===== config.mk =====
export PLATFORM = sky130hd
export DESIGN_NAME = vending_machine_credit
export DESIGN_NICKNAME = d
export VERILOG_FILES = /design/src/rtl/vending_machine_credit.sv
export SDC_FILE = /design/constraint.sdc
export NUM_CORES = 1
export LEC_CHECK = 0
export ABC_CLOCK_PERIOD_IN_PS = 3500
export CAP_MARGIN = 20
export CORE_MARGIN = 3
export CORE_UTILIZATION = 55
export CTS_CLUSTER_SIZE = 20
export DETAILED_ROUTE_END_ITERATION = 8
export DONT_BUFFER_PORTS = 1
export PLACE_DENSITY_LB_ADDON = 0.25
export SKIP_LAST_GASP = 1
export SLEW_MARGIN = 0
export SYNTH_ARGS = -nofsm -noshare
export SYNTH_HDL_FRONTEND = slang
export SYNTH_SLANG_ARGS = --single-unit

===== constraint.sdc =====
create_clock -name clk -period 3.5 [get_ports clk]
set_input_delay 0.35 -clock clk [delete_from_list [all_inputs] [get_ports clk]]
set_output_delay 0.35 -clock clk [all_outputs]
set_load 0.05 [all_outputs]

===== src/rtl/vending_machine_credit.sv =====
// vending_machine_credit: parametrised coin-credit vending controller.
// Accumulates credit from three coin codes and vends once credit reaches PRICE.
// Any excess credit is paid back as one change_coin pulse per COIN1_VAL unit.
// A cancel request refunds all collected credit in the same way.
// Optional macro STOCK_COUNT_EN adds an item stock counter and sold_out gating.
//
//   state      | meaning
//   -----------+----------------------------------------------------------
//   ST_COLLECT | accepting coins and cancel requests
//   ST_VEND    | vend pulse for one cycle; PRICE is taken from the credit
//   ST_CHANGE  | one change_coin pulse per cycle until the credit is zero
module vending_machine_credit #(
   parameter int CREDIT_W   = 8,
   parameter int PRICE      = 15,
   parameter int COIN1_VAL  = 5,
   parameter int COIN2_VAL  = 10,
   parameter int COIN3_VAL  = 25,
   parameter int STOCK_INIT = 8,
   parameter int STOCK_W    = 4
) (
   input  logic                clk,
   input  logic                rst,
   input  logic [1:0]          coin_in,
   input  logic                cancel,
   output logic                coin_ack,
   output logic                vend,
   output logic                change_coin,
   output logic                busy,
   output logic [CREDIT_W-1:0] credit,
   output logic                sold_out
);

   typedef enum logic [1:0] {
      ST_COLLECT = 2'd0,
      ST_VEND    = 2'd1,
      ST_CHANGE  = 2'd2
   } state_t;

   localparam logic [CREDIT_W-1:0] PRICE_C = CREDIT_W'(PRICE);
   localparam logic [CREDIT_W-1:0] COIN1_C = CREDIT_W'(COIN1_VAL);
   localparam logic [CREDIT_W-1:0] COIN2_C = CREDIT_W'(COIN2_VAL);
   localparam logic [CREDIT_W-1:0] COIN3_C = CREDIT_W'(COIN3_VAL);

   state_t              state_q, state_d;
   logic [CREDIT_W-1:0] credit_q, credit_d;
   logic                coin_ack_q, coin_ack_d;
   logic [CREDIT_W-1:0] coin_val;
   logic [CREDIT_W-1:0] credit_sum;
   logic [CREDIT_W-1:0] credit_rem;

`ifdef STOCK_COUNT_EN
   logic [STOCK_W-1:0] stock_q, stock_d;

   // One item leaves stock on every vend cycle; the guard keeps an empty counter from wrapping.
   always_comb begin
      stock_d = stock_q;
      if (state_q == ST_VEND && stock_q != '0) begin
         stock_d = stock_q - STOCK_W'(1);
      end
   end

   // Stock register, reloaded on reset.
   always_ff @(posedge clk or posedge rst) begin
      if (rst) begin
         stock_q <= STOCK_W'(STOCK_INIT);
      end else begin
         stock_q <= stock_d;
      end
   end

   assign sold_out = (stock_q == '0);
`else
   assign sold_out = 1'b0;
`endif

   // Decode the coin code into its credit value.
   always_comb begin
      coin_val = '0;
      unique case (coin_in)
         2'b01:   coin_val = COIN1_C;
         2'b10:   coin_val = COIN2_C;
         2'b11:   coin_val = COIN3_C;
         default: coin_val = '0;
      endcase
   end

   // Next-state and next-credit logic; cancel beats any coin in the same cycle.
   always_comb begin
      state_d    = state_q;
      credit_d   = credit_q;
      coin_ack_d = 1'b0;
      credit_sum = credit_q + coin_val;
      credit_rem = credit_q - PRICE_C;
      unique case (state_q)
         ST_COLLECT: begin
            if (cancel) begin
               if (credit_q != '0) begin
                  state_d = ST_CHANGE;
               end
            end else if (coin_in != 2'b00 && !sold_out) begin
               credit_d   = credit_sum;
               coin_ack_d = 1'b1;
               if (credit_sum >= PRICE_C) begin
                  state_d = ST_VEND;
               end
            end
         end
         ST_VEND: begin
            credit_d = credit_rem;
            state_d  = (credit_rem != '0) ? ST_CHANGE : ST_COLLECT;
         end
         ST_CHANGE: begin
            credit_d = credit_q - COIN1_C;
            if (credit_d == '0) begin
               state_d = ST_COLLECT;
            end
         end
         default: begin
            state_d  = ST_COLLECT;
            credit_d = '0;
         end
      endcase
   end

   // State, credit and acknowledge registers.
   always_ff @(posedge clk or posedge rst) begin
      if (rst) begin
         state_q    <= ST_COLLECT;
         credit_q   <= '0;
         coin_ack_q <= 1'b0;
      end else begin
         state_q    <= state_d;
         credit_q   <= credit_d;
         coin_ack_q <= coin_ack_d;
      end
   end

   assign coin_ack    = coin_ack_q;
   assign credit      = credit_q;
   assign vend        = (state_q == ST_VEND);
   assign change_coin = (state_q == ST_CHANGE);
   assign busy        = (state_q == ST_VEND) || (state_q == ST_CHANGE);

endmodule


==> results.py <==
metrics = {
    "yosys": {
        "synth_warnings": 0,
        "muxShareOfSynthArea_pct": 3.64,
        "synth_top_family_by_area": "compound AO/OA/AOI/OAI gates",
        "synth_flop_cell": "dfrtp_1",
        "synth_seq_cells": 11,
        "synth_edf_count": 0,
        "synthAdderAreaFrac_pct": 13.3,
        "synth_xor_area_share_pct": 4.46,
        "synth_nets": 194,
        "synth_simple_gate_area_share_pct": 22.1,
        "synth_compound_area_share_pct": 27.7,
        "synthCells": 175,
        "synth_cell_types": 54,
        "ys_seq_area_share_pct": 20.0,
        "syn_area_um2": 1370,
        "syn_avg_cell_area_um2": 7.85,
        "async_flop_share_pct": 100,
    },
    "global_routing": {
        "track_usage_pct": 22.8,
        "grt_pass1_vias": 1258,
        "grt_max_degree": 19,
        "gr-usage-met2_pct": 36.4,
        "busiest_layer": "met2",
        "globalRouteMet3Util_pct": 4.64,
        "antenna_found_initial": 0,
        "use_met1_pct": 30.2,
        "overflow": 0,
        "grt_pass1_wl_mm": 5.85,
    },
    "setup_path": {
        "critPathKind": "flip-flop to flip-flop",
        "r2r_setup_slack_ps": 1050,
        "startpoint_type": "flip-flop",
        "crit_path_end_kind": "flip-flop",
        "cp.required_ps": 3690,
        "cp_max_fo": 9,
        "cp_data_arrival_time_ps": 2630,
    },
    "clock_network": {
        "cts_tree": "done",
        "cts_max_level": 1,
        "clk_pin_slew_worst_paths_ps": 80,
        "root_buffer": "clkbuf_4",
        "clock_sinks": 11,
        "cts_made_buffers": 3,
        "clk_path_buf_depth": 2,
        "clkLatencyLatePin_ps": 270,
        "post_cts_buffers": 0,
    },
    "floorplanning": {
        "num_io_pins": 18,
        "rows": 17,
        "initial_core_util_pct": 59.8,
        "dieWidth_um": 56.0,
        "core_um2": 2300,
        "die_area_um2": 3130,
        "die_h_um": 56.0,
    },
    "cells_and_area": {
        "final_area_um2": 1420,
        "antennaDiodeCount": 0,
        "drive_above_1_share_pct": 8.67,
        "final_cell_mix": "nor2_1, nand2_1, ha_1, o21ai_0, dfrtp_1",
        "syn2layout_area_growth_pct": 3.01,
        "fin_nets": 193,
    },
    "sta": {
        "fmax_ghz": 0.409,
        "relSlewSlack_pct": 40.6,
        "rsz0062_at_grt": "no",
        "worstMarginPinSlew_ps": 890,
        "finalSetupViolCount": 0,
        "period_needed_ps": 2450,
        "fin_crit_sh_pct": 69.9,
        "finalHoldViolCount": 0,
        "drv_slew": 0,
        "holdWs_ps": 288,
        "fin_skew_ps": 8.48,
        "tns_ps": 0,
    },
    "drt": {
        "routed_via_density": 6.52,
        "ant_nets": 0,
        "vias": 1311,
        "drt_first_iter_violations": 100,
        "drt_first_pass_iters": 4,
        "drt-wirelength-per-cell_um": 17.9,
        "drc": 0,
        "wirelength_mm": 3.59,
    },
    "run_status": {
        "run_status": "complete, no violations",
    },
    "min_path": {
        "hold_path_class": "input port to flip-flop",
    },
    "flow_run": {
        "maxCapViolCount": 0,
    },
    "placed_design": {
        "place_area_um2": 1380,
        "port_buffers": 0,
        "hpwl_mm": 2.74,
        "gp_congestion": 0.906,
    },
}
final cells by class:
class / instances / area (µm²)
Timing Repair Buffer: 7 / 55.1
Tap cell: 28 / 35.0
Clock buffer: 4 / 26.3
Multi-Input combinational cell: 140 / 982
Inverter: 11 / 41.3
Fill cell: 221 / 882
Sequential cell: 11 / 275
cell usage after synthesis, types with 2 or more instances:
master | count | area [µm²]
nor2b_1 | 3 | 18.8
buf_2 | 2 | 10.0
or3_1 | 3 | 18.8
inv_1 | 10 | 37.5
a221oi_1 | 2 | 17.5
a21o_1 | 3 | 22.5
o211a_1 | 2 | 20.0
o22ai_1 | 2 | 12.5
buf_4 | 2 | 15.0
ha_1 | 13 | 163
nand3_1 | 6 | 30.0
and3_1 | 2 | 12.5
mux2i_1 | 5 | 50.1
nand2_1 | 14 | 52.6
nand2b_1 | 4 | 25.0
buf_6 | 2 | 22.5
a21oi_1 | 8 | 40.0
a22o_1 | 2 | 17.5
o21ai_0 | 12 | 60.1
nor3_1 | 5 | 25.0
nand4_1 | 2 | 12.5
nor2_1 | 14 | 52.6
xor2_1 | 3 | 26.3
clkbuf_1 | 6 | 22.5
a22oi_1 | 3 | 22.5
xnor2_1 | 4 | 35.0
dfrtp_1 | 11 | 275
a31oi_1 | 3 | 18.8
o21a_1 | 2 | 15.0
timing repair:
| action | 4_1_cts | 5_1_grt |
|---|---|---|
| hold buffers | 1 | 0 |
| endpoints found under the hold margin | 11 | 0 |
| gates resized for setup | 0 | 0 |
worst paths after layout:
path,endpoint,cells after the start,start
min in group asynchronous,state_q[1],2,rst
hold / removal,coin_ack,2,coin_in[0]
setup / recovery,state_q[0],7,credit[0]
max in group asynchronous,coin_ack,2,rst
hold reg to reg,state_q[1],2,state_q[1]
setup reg to reg,state_q[0],7,credit[0]
critical path, stage by stage, from the launching register on:
cell and delay, ps:
dfrtp_1 480, ha_1 260, fa_1 460, a31oi_1 270
mux2i_1 230, a221oi_1 70, a211oi_2 350, mux2i_1 240
sequential cells by signal, indices dropped and copies added, names as in the netlist:
register	count
state_q	2
coin_ack	1
credit	8
per-stage QoR:
stage / setup slack, ps / std cells / util, %
floorplan: 1030 / 175 / -
global placement: 1190 / 196 / 60.0
detailed placement: 1110 / 196 / 60.0
CTS: 1070 / 201 / 61.6
global route: 988 / 201 / 61.6
finish: 1050 / 201 / 61.6
per-layer routing:
layer / part of all wire [%] / wire length, µm
met4: 1.4 / 50
met3: 10 / 358
met1: 41 / 1460
met2: 48 / 1720
met5: 0 / 0
cells by family (layout without fill, tap and decap cells):
family,after synthesis,after routing
AOI/OAI and AO/OA,53,53
xor gates and xnor gates,7,7
adders and majority gates,14,14
buffers and inverters,24,22
DFF,11,11
muxes,5,5
other,1,1
and+or+nand+nor,60,60
Power is left out: the tool's default activity adds up to more than one toggle a clock period on the data nets, which glitch-free logic cannot reach.
